**config.mk**
```make
export PLATFORM = sky130hd
export DESIGN_NAME = beacon_tbtt_scheduler
export DESIGN_NICKNAME = d
export VERILOG_FILES = /design/src/rtl/beacon_tbtt_scheduler_pkg.sv /design/src/rtl/beacon_tbtt_scheduler_tbtt_lead_calc.sv /design/src/rtl/beacon_tbtt_scheduler.sv
export SDC_FILE = /design/constraint.sdc
export NUM_CORES = 1
export LEC_CHECK = 0
export BUFFER_PORTS_ARGS = -buffer_cell sky130_fd_sc_hd__buf_2
export CORE_MARGIN = 2
export CORE_UTILIZATION = 65
export DETAILED_ROUTE_END_ITERATION = 8
export PLACE_DENSITY = 0.88
export SLEW_MARGIN = 20
export SYNTH_ARGS = -nofsm -noshare
export SYNTH_HDL_FRONTEND = slang
export SYNTH_HIERARCHICAL = 1
export SYNTH_SLANG_ARGS = --single-unit
```
**constraint.sdc**
```tcl
create_clock -name clk -period 9 [get_ports clk]
set_input_delay 0.45 -clock clk [delete_from_list [all_inputs] [get_ports clk]]
set_output_delay 0.45 -clock clk [all_outputs]
set_load 0.02 [all_outputs]
```
**src/rtl/beacon_tbtt_scheduler_pkg.sv**
```systemverilog
`default_nettype none
// ============================================================================
// Module      : beacon_tbtt_scheduler_pkg
// Description : Shared xpu definitions for the beacon TBTT scheduler: FSM
//               state encoding, default timer width and a saturating
//               increment helper for the statistic counters.
// Revision    : 1.0 - initial release
// ============================================================================
package beacon_tbtt_scheduler_pkg;

    localparam int TIMER_WIDTH_DEFAULT = 64;

    typedef enum logic [1:0] {
        IDLE      = 2'd0,
        WAIT_TBTT = 2'd1,
        WAIT_SENT = 2'd2,
        CATCHUP   = 2'd3
    } bcn_state_t;

    // Increment that sticks at max_value instead of wrapping.
    function automatic logic [63:0] sat_inc(input logic [63:0] value,
                                            input logic [63:0] max_value);
        return (value >= max_value) ? max_value : value + 64'd1;
    endfunction

endpackage
`default_nettype wire

```
**src/rtl/beacon_tbtt_scheduler_tbtt_lead_calc.sv**
```systemverilog
`default_nettype none
// ============================================================================
// Module      : beacon_tbtt_scheduler_tbtt_lead_calc
// Description : Registers the beacon lead time (processing delay + guard,
//               saturated to one below the beacon interval) and the fire
//               compare tsf + lead >= target.
// Ports       : clk, rstn          - clock, synchronous active-low reset
//               arm                - compare is only meaningful while set
//               bcn_interval       - beacon period (us), saturation bound
//               guard_us           - extra lead margin (us)
//               prosessing_delay   - measured start-to-sent delay (us)
//               tsf                - running TSF
//               target             - TBTT being chased
//               fire               - registered compare result
// Revision    : 1.0 - initial release
// ============================================================================
module beacon_tbtt_scheduler_tbtt_lead_calc #(
    parameter int TIMER_WIDTH    = 64,
    parameter int INTERVAL_WIDTH = 32
) (
    input  logic                      clk,
    input  logic                      rstn,
    input  logic                      arm,
    input  logic [INTERVAL_WIDTH-1:0] bcn_interval,
    input  logic [15:0]               guard_us,
    input  logic [TIMER_WIDTH-1:0]    prosessing_delay,
    input  logic [TIMER_WIDTH-1:0]    tsf,
    input  logic [TIMER_WIDTH-1:0]    target,
    output logic                      fire
);

    // One extra bit so neither the lead sum nor tsf + lead can overflow.
    localparam int SUM_W = TIMER_WIDTH + 1;

    logic [SUM_W-1:0]          lead_sum;
    logic [INTERVAL_WIDTH-1:0] lead_next;
    logic [INTERVAL_WIDTH-1:0] lead;
    logic                      reach;

    assign lead_sum = {1'b0, prosessing_delay} + SUM_W'(guard_us);

    always_comb begin
        lead_next = '0;
        if (bcn_interval == '0) begin
            lead_next = '0;
        end else if (lead_sum >= SUM_W'(bcn_interval)) begin
            lead_next = bcn_interval - 1'b1;
        end else begin
            lead_next = lead_sum[INTERVAL_WIDTH-1:0];
        end
    end

    assign reach = ({1'b0, tsf} + SUM_W'(lead)) >= {1'b0, target};

    always_ff @(posedge clk) begin
        if (!rstn) begin
            lead <= '0;
            fire <= 1'b0;
        end else begin
            lead <= lead_next;
            fire <= arm & reach;
        end
    end

endmodule
`default_nettype wire

```
**src/rtl/beacon_tbtt_scheduler.sv**
```systemverilog
`default_nettype none
// ============================================================================
// Module      : beacon_tbtt_scheduler
// Description : Schedules AP beacon transmission against the TSF. Tracks the
//               next TBTT, fires start_beaconing early by the lead time so
//               the beacon reaches air at TBTT, waits for sent_beacon or a
//               timeout, then advances. Late TBTTs are skipped in CATCHUP.
// Ports       : clk, rstn        - clock, synchronous active-low reset
//               enable           - beaconing active
//               bcn_interval     - beacon period (us), 0 is invalid
//               guard_us         - extra lead margin (us)
//               timeout_us       - max wait for sent_beacon (us)
//               tsf_runtime_val  - free-running TSF, +1 per us
//               prosessing_delay - last measured start-to-sent delay
//               sent_beacon      - beacon finished on air (pulse)
//               start_beaconing  - launch pulse
//               beacon_busy      - start pulse until sent/timeout
//               next_tbtt        - currently targeted TBTT
//               sent_count       - completed beacons (saturating)
//               missed_count     - skipped/timed-out TBTTs (saturating)
//               cfg_err          - sticky: enabled with zero interval
// Revision    : 1.0 - initial release
// ============================================================================
module beacon_tbtt_scheduler
    import beacon_tbtt_scheduler_pkg::*;
#(
    parameter int TIMER_WIDTH    = TIMER_WIDTH_DEFAULT,
    parameter int INTERVAL_WIDTH = 32,
    parameter int CNT_WIDTH      = 16
) (
    input  logic                      clk,
    input  logic                      rstn,
    input  logic                      enable,
    input  logic [INTERVAL_WIDTH-1:0] bcn_interval,
    input  logic [15:0]               guard_us,
    input  logic [15:0]               timeout_us,
    input  logic [TIMER_WIDTH-1:0]    tsf_runtime_val,
    input  logic [TIMER_WIDTH-1:0]    prosessing_delay,
    input  logic                      sent_beacon,
    output logic                      start_beaconing,
    output logic                      beacon_busy,
    output logic [TIMER_WIDTH-1:0]    next_tbtt,
    output logic [CNT_WIDTH-1:0]      sent_count,
    output logic [CNT_WIDTH-1:0]      missed_count,
    output logic                      cfg_err
);

    localparam logic [CNT_WIDTH-1:0] CNT_MAX = '1;

    bcn_state_t             state;
    logic [TIMER_WIDTH-1:0] start_tsf;
    logic                   fire;
    logic                   late;
    logic                   timed_out;
    logic                   interval_ok;
    logic [TIMER_WIDTH-1:0] interval_ext;

    assign interval_ok  = (bcn_interval != '0);
    assign interval_ext = TIMER_WIDTH'(bcn_interval);
    assign late         = (tsf_runtime_val >= next_tbtt);
    assign timed_out    = ({1'b0, tsf_runtime_val} >=
                           ({1'b0, start_tsf} + (TIMER_WIDTH + 1)'(timeout_us)));

    // The compare is armed only while the FSM already sits in WAIT_TBTT, so a
    // fire computed against a stale next_tbtt never survives into the state.
    beacon_tbtt_scheduler_tbtt_lead_calc #(
        .TIMER_WIDTH    (TIMER_WIDTH),
        .INTERVAL_WIDTH (INTERVAL_WIDTH)
    ) u_lead_calc (
        .clk              (clk),
        .rstn             (rstn),
        .arm              (state == WAIT_TBTT),
        .bcn_interval     (bcn_interval),
        .guard_us         (guard_us),
        .prosessing_delay (prosessing_delay),
        .tsf              (tsf_runtime_val),
        .target           (next_tbtt),
        .fire             (fire)
    );

    always_ff @(posedge clk) begin
        if (!rstn) begin
            state           <= IDLE;
            start_tsf       <= '0;
            start_beaconing <= 1'b0;
            beacon_busy     <= 1'b0;
            next_tbtt       <= '0;
            sent_count      <= '0;
            missed_count    <= '0;
            cfg_err         <= 1'b0;
        end else begin
            start_beaconing <= 1'b0;

            if (enable && !interval_ok) begin
                cfg_err <= 1'b1;
            end

            case (state)
                IDLE: begin
                    if (enable && interval_ok) begin
                        next_tbtt <= tsf_runtime_val + interval_ext;
                        state     <= WAIT_TBTT;
                    end
                end

                WAIT_TBTT: begin
                    if (!enable) begin
                        state <= IDLE;
                    end else if (late) begin
                        state <= CATCHUP;
                    end else if (fire) begin
                        start_beaconing <= 1'b1;
                        start_tsf       <= tsf_runtime_val;
                        beacon_busy     <= 1'b1;
                        state           <= WAIT_SENT;
                    end
                end

                WAIT_SENT: begin
                    // sent_beacon takes priority over a coincident timeout.
                    if (sent_beacon || timed_out) begin
                        if (sent_beacon) begin
                            sent_count <= CNT_WIDTH'(sat_inc(64'(sent_count), 64'(CNT_MAX)));
                        end else begin
                            missed_count <= CNT_WIDTH'(sat_inc(64'(missed_count), 64'(CNT_MAX)));
                        end
                        beacon_busy <= 1'b0;
                        if (!interval_ok) begin
                            state <= IDLE;
                        end else begin
                            next_tbtt <= next_tbtt + interval_ext;
                            state     <= enable ? WAIT_TBTT : IDLE;
                        end
                    end
                end

                CATCHUP: begin
                    if (!enable || !interval_ok) begin
                        state <= IDLE;
                    end else if (next_tbtt > tsf_runtime_val) begin
                        state <= WAIT_TBTT;
                    end else begin
                        next_tbtt    <= next_tbtt + interval_ext;
                        missed_count <= CNT_WIDTH'(sat_inc(64'(missed_count), 64'(CNT_MAX)));
                    end
                end

                default: state <= IDLE;
            endcase
        end
    end

endmodule
`default_nettype wire
```
==> After elaboration in Yosys (flattened, before gate mapping) <==
Index checks and enable logic that the tools add are counted.
{ "classes": {"addsub": 8, "n_lt_le_gt_ge": 7, "n_eq_ne": 14, "n_mux": 30, "bitwise_logic": 5, "reduce_logical": 20} }
{ "ops": {"columns": ["op", "n"], "rows": [
  ["$mux W64", 5],
  ["$pmux W64 S3", 1],
  ["$add A64 B16 Y65", 2],
  ["$add A64 B32 Y64", 2],
  ["$mux W16", 6],
  ["$add A64 B32 Y65", 1],
  ["$ge A64 B65 Y1", 1],
  ["$ge A65 B32 Y1", 1],
  ["$ge A65 B64 Y1", 1],
  ["$ge A64 B64 Y1", 1],
  ["$gt A64 B64 Y1", 1],
  ["$add A16 B1 Y16 const B", 2],
  ["$ge A16 B16 Y1 const B", 2],
  ["$logic_not A32 Y1", 1],
  ["$mux W32", 1],
  ["$pmux W16 S2", 1],
  ["$reduce_bool A32 Y1", 1],
  ["$sub A32 B1 Y32 const B", 1],
  ["$ne A2 B2 Y1 const B", 9],
  ["$mux W2", 7],
  ["$reduce_and A5 Y1", 2],
  ["$pmux W2 S4", 1],
  ["$reduce_and A4 Y1", 2],
  ["$mux W1", 7],
  ["other kinds (17)", 25]
]} }
{ "word_totals": {"reg_bits": 198, "input_bits": 196, "output_inout_bits": 99, "elab_cells": 94} }

==> Logic depth before layout (Yosys ltp) <==
{ "logic_depth": {"depth_word": 5, "ltp_mapped": 24, "ltp_nobuf": 23} }

==> By module <==
Netlist, hierarchy kept.
{ "by_module_without_submodules": {"columns": ["module", "n_inst", "cells_per_inst", "area_per_inst_um2", "seq_area_each_um2"], "rows": [
  ["beacon_tbtt_scheduler", 1, 1911, 14911.8, 3303.2],
  ["beacon_tbtt_scheduler_tbtt_lead_calc", 1, 1212, 8619.5, 660.6]
]} }

==> Worst setup path before layout <==
No wires, ideal clock.
{ "synth_path": {"path_kind": "input-to-reg", "from": "in guard_us[7]", "to": "reg u_lead_calc.lead[0]", "setup_ns": 0.072, "arrival_time_ns": 5.166, "t_required_ns": 8.928, "slack_ns": 3.762, "stages": 22, "n_path_buf": 2, "path_cell_list": "ha_1 and3_1 nand4_1 or3b_4 a311o_2 and2_4 buf_6 nor3b_1 nand4_1 xnor2_1 ha_1 nand3_1 nor2_1 nand2_1 o221ai_1 or4_1 a2111oi_0 and4_1 nand4_1 nor4_4 buf_6 mux2i_1"} }
{ "synth_between": {"elab_chain_cells": 3} }
{ "synth_rtl": {"columns": ["item", "line_no", "rtl"], "rows": [
  ["from (decl)", "beacon_tbtt_scheduler.sv:35", "input logic [15:0] guard_us,"],
  ["$add A64 B16 Y65", "beacon_tbtt_scheduler_tbtt_lead_calc.sv:40", "assign lead_sum = {1'b0, prosessing_delay} + SUM_W'(guard_us);"],
  ["$ge A65 B32 Y1", "beacon_tbtt_scheduler_tbtt_lead_calc.sv:46", "end else if (lead_sum >= SUM_W'(bcn_interval)) begin"],
  ["$mux W32", "beacon_tbtt_scheduler_tbtt_lead_calc.sv:46", null],
  ["to (signal assigned)", "beacon_tbtt_scheduler_tbtt_lead_calc.sv:60", "lead <= lead_next;"],
  ["to (decl)", "beacon_tbtt_scheduler_tbtt_lead_calc.sv:37", "logic [INTERVAL_WIDTH-1:0] lead;"]
]} }
Every way passes these cells.
A chain may end at the register's enable or synchronous reset.

==> Worst setup path in the final report <==
{ "layout_path": {"from": "reg start_tsf[0]", "to": "reg next_tbtt[63]"} }
{ "layout_between": {"elab_chain_cells": 5} }
{ "layout_rtl": {"columns": ["item", "line_no", "rtl"], "rows": [
  ["from (decl)", "beacon_tbtt_scheduler.sv:51", "logic [TIMER_WIDTH-1:0] start_tsf;"],
  ["from (signal assigned)", "beacon_tbtt_scheduler.sv:113", "start_tsf <= tsf_runtime_val;"],
  ["$add A64 B16 Y65", "beacon_tbtt_scheduler.sv:62", "({1'b0, start_tsf} + (TIMER_WIDTH + 1)'(timeout_us)));"],
  ["$ge A64 B65 Y1", "beacon_tbtt_scheduler.sv:61", "assign timed_out = ({1'b0, tsf_runtime_val} >="],
  ["$logic_or A1 B1 Y1", "beacon_tbtt_scheduler.sv:121", "if (sent_beacon || timed_out) begin"],
  ["$ne A2 B2 Y1 (no source line)", null, null],
  ["$reduce_and A6 Y1 (no source line)", null, null],
  ["to (signal assigned)", "beacon_tbtt_scheduler.sv:101", "next_tbtt <= tsf_runtime_val + interval_ext;"],
  ["to (signal assigned)", "beacon_tbtt_scheduler.sv:131", "next_tbtt <= next_tbtt + interval_ext;"],
  ["to (signal assigned)", "beacon_tbtt_scheduler.sv:143", "next_tbtt <= next_tbtt + interval_ext;"],
  ["to (decl)", "beacon_tbtt_scheduler.sv:42", "output logic [TIMER_WIDTH-1:0] next_tbtt,"]
]} }
Every way passes these cells.

==> results.md <==
* GRT Residual Overflow at 0
* Post-synth top flop: dfxtp_1
* Clock latency on the worst-skew pair at 0.47 ns
* DRC at 0
* Worst Setup End Kind: flip-flop
* Commonest non-fill, non-tap cell in the layout: ha_1
* Max stage delay on crit path at between 0.7 and 0.8 ns
* Commonest cells after routing, fill and taps aside: ha_1, nand2_1, buf_2
* Reg2Reg Depth at 20
* Number of synthesized flops with an enable pin at 0
* Top cells by area, synth: ha_1, dfxtp_1, xnor2_1, mux2i_1, nand2_1
* Max Cap Viol at 0
* Relative slew slack at around 22%
* Hold Buf Count CTS at 0
* Synth Area per Inst at ~7.5 µm²
* H-tree depth reported by CTS at 4
* Initial drt markers at ~2300
* Syn_nets at around 3600
* Synth Cell Area at roughly 0.024 mm²
* Post-synth top area share at between 10% and 20%
* Fin. max-slew vios at 0
* Critical path's slowest cell: nand4_2
* Sink Count at slightly below 200
* Vias in the first global route at about 24000
* Via/cell ratio at 6.62
* Clk slew on worst S/H paths at roughly 0.080 ns
* Initial Utilization at roughly 66%
* CP arrival at between 7 and 8 ns
* Worst EP required at ~9.4 ns
* Post-layout min period at just under 7 ns
* Reg area at just under 0.004 mm²
* FF-to-FF Start: start_tsf[0]
* Critical Path End: next_tbtt[63]
* Vias at between 20000 and 30000
* Core Rows at 69
* Worst-margin pin slew at around 1.2 ns
* M1 wire length at just over 30000 µm
* I/O pin cnt at about 300
* Dpl hpwl at approximately 64000 µm
* Detail Route met3 WL at 7240 µm
* Port Buf Inserts at approximately 290
* Die height at slightly below 200 µm
* CP Max Fanout at 25
* 1st-pass router iterations at 6
* Post-synth top area cell: ha_1
* Area Growth Syn to Fin at 9.78%
* FMAX at roughly 0.15 GHz
* Final Net Count at 3878
* Fill cell count at approximately 2900
* Clock Skew at between 0.01 and 0.015 ns
* Seq/Total Area, Yosys at between 15 and 20%
* LEAKAGE at about 11 nW
* Hold Fails Final Rpt at 0
* Final worst setup slack at roughly 2.2 ns
* Footprint of the multi-input gates at roughly 0.018 mm²
* Cells after Synth at between 3000 and 4000
* PwrDens at roughly 110 mW/mm²
* Total track usage at approximately two fifths
* Final setup viols at 0
* CORE AREA at between 0.03 and 0.04 mm²
* Largest family of logic cells by synthesized area: simple AND/OR/NAND/NOR gates
* Largest net degree at the start of global routing at 94
* Dpl ws at approximately 2.3 ns
* Adder-cell area share of the yosys netlist at 17.5%
* Synth Area in Simple Gates at around a quarter
* Worst path cell trace: ha_1 > inv_1 > fa_1 > nor2b_1 > o31a_1 > o31ai_2 > o41a_2 > nor2_1 > nand3_1 > xor2_1 > ha_1 > nand4_1 > nor4_1 > nand3_1 > nor3_2 > nor4b_2 > o21ai_2 > nand4_2 > or4_1 > nand4_1
* Critical Path Start Type: flip-flop
* Post-synthesis compound-gate area fraction at just over 20%
* Min-delay worst type: in -> reg
* Met2 WL post-DR at 37400 µm
* Initial antenna violation count at 16
* Worst VDD drop at approximately 150 µV
* Die area at 0.0377 mm²
* CP Class: reg -> reg
* Post-CTS Setup Bufs at 0
* First-pass GRT wire length at about 130000 µm
* Period utilization at approximately 75%
* Post-Synth XOR/XNOR Area at 9.01%
* Mux contribution to synthesized area at between 5 and 6%
* Avg WL per Cell at 21.3 µm
* Crit path from: start_tsf[0]
* Fin Setup TNS at 0 ns
* RR Endpoint: next_tbtt[63]
* Distinct cell type count after synthesis at 114
* Max Used Layer: met5
* Number of nets with antenna violations after routing at 0
* Placer Congestion at just over 1
* Worst reg-to-reg setup slack at approximately 2.2 ns
* Status: finished, final reports clean
* DRT Wirelength at about 82000 µm
* RSZ-0062 raised after global routing: no
* CTS tree: yes
* CTS Buf Count at 17
* Worst hold margin at slightly above 0.3 ns
* Clk root buf: clkbuf_16
* Die X-Extent at between 150 and 200 µm
* Async SR Flop Fraction at 0%
* FF+latch count, synth at ~200
* CTS max path bufs at 2
* Syn. warnings at 6
* Layout cells sized above 1 at around an eighth
* Post-cts repair resize count at 0
logic make-up (layout without fill, tap and decap cells):
family | count (synthesis) | after routing
flops | 198 | 198
fa+ha+maj | 327 | 327
buf+inv | 324 | 569
xor+xnor | 242 | 242
compound gates | 739 | 739
mux | 132 | 132
other cells | 0 | 12
simple gates | 1161 | 1161
flip-flops by register name, summed over array words and instances, names as in the netlist:
| signal | flops |
|---|---|
| u_lead_calc/fire | 1 |
| next_tbtt | 64 |
| u_lead_calc/lead | 32 |
| start_tsf | 64 |
| beacon_busy | 1 |
| start_beaconing | 1 |
| state | 2 |
| sent_count | 16 |
| missed_count | 16 |
| cfg_err | 1 |
final cells by class:
type	instances	share of cell area [%]
diodes	12	0.116
clock buffers	18	1.66
clock inverters	14	0.630
inverters	231	3.37
multi-input cells	2601	70.6
flip-flops and latches	198	15.4
well taps	461	2.23
repair buffers	306	6.04
worst min-delay path by stage:
stage / from / end / slack, ns / depth (start not counted)
floorplan: u_lead_calc/fire / start_beaconing / 0.45 / 2
global placement: cfg_err / cfg_err / 0.44 / 2
detailed placement: cfg_err / cfg_err / 0.46 / 2
CTS: enable / state[0] / 0.30 / 3
global route: tsf_runtime_val[12] / start_tsf[12] / 0.32 / 3
finish: tsf_runtime_val[0] / start_tsf[0] / 0.30 / 3
critical path: cells and delay by family, from the launching register on:
| kind | cells | cell delay, ns |
|---|---|---|
| buf+inv | 1 | 0.06 |
| fa+ha+maj | 3 | 0.87 |
| compound gates | 4 | 1.35 |
| xor+xnor | 1 | 0.18 |
| simple gates | 11 | 3.87 |
| flops | 1 | 0.35 |
cells in the mapped netlist (all sizes together) (13+ instances only):
cell	number
or3	18
nand2	317
a21oi	211
and4	17
dfxtp	198
o21a	27
nand3	141
buf	34
nor2	270
a311oi	14
o21ai	156
mux2i	129
inv	231
a21boi	13
nor4	41
a211oi	26
a211o	13
o211ai	32
o31ai	22
a21o	77
and2	21
ha	323
nor3	75
a31oi	26
xnor2	173
nand2b	20
nor2b	22
and3	52
nand4	107
clkbuf	59
xor2	69
metal layers:
metal | up-vias | GRT usage, %
li1 | 11900 | -
met1 | 11800 | 49.1
met4 | 8 | 30.1
met3 | 326 | 7.25
met2 | 1414 | 68.0
met5 | - | 0
power by group:
group / internal (W) / switching [W]
logic: 0.000424 / 0.000664
clock network: 0.000397 / 0.000423
registers: 0.000913 / 0.0000708
total: 0.00173 / 0.00116
stage by stage:
step	cells	instance area (µm²)	util, %	total power, W
after global routing	3839	25800	72.6	0.00302
after global placement	3797	25200	70.9	0.00201
after detailed placement	3797	25200	70.9	0.00205
after floorplan	3123	23500	-	0.00170
final	3841	25800	72.6	0.00289
after CTS	3829	25800	72.5	0.00286
Note: power is estimated with default switching activity, not from simulation.
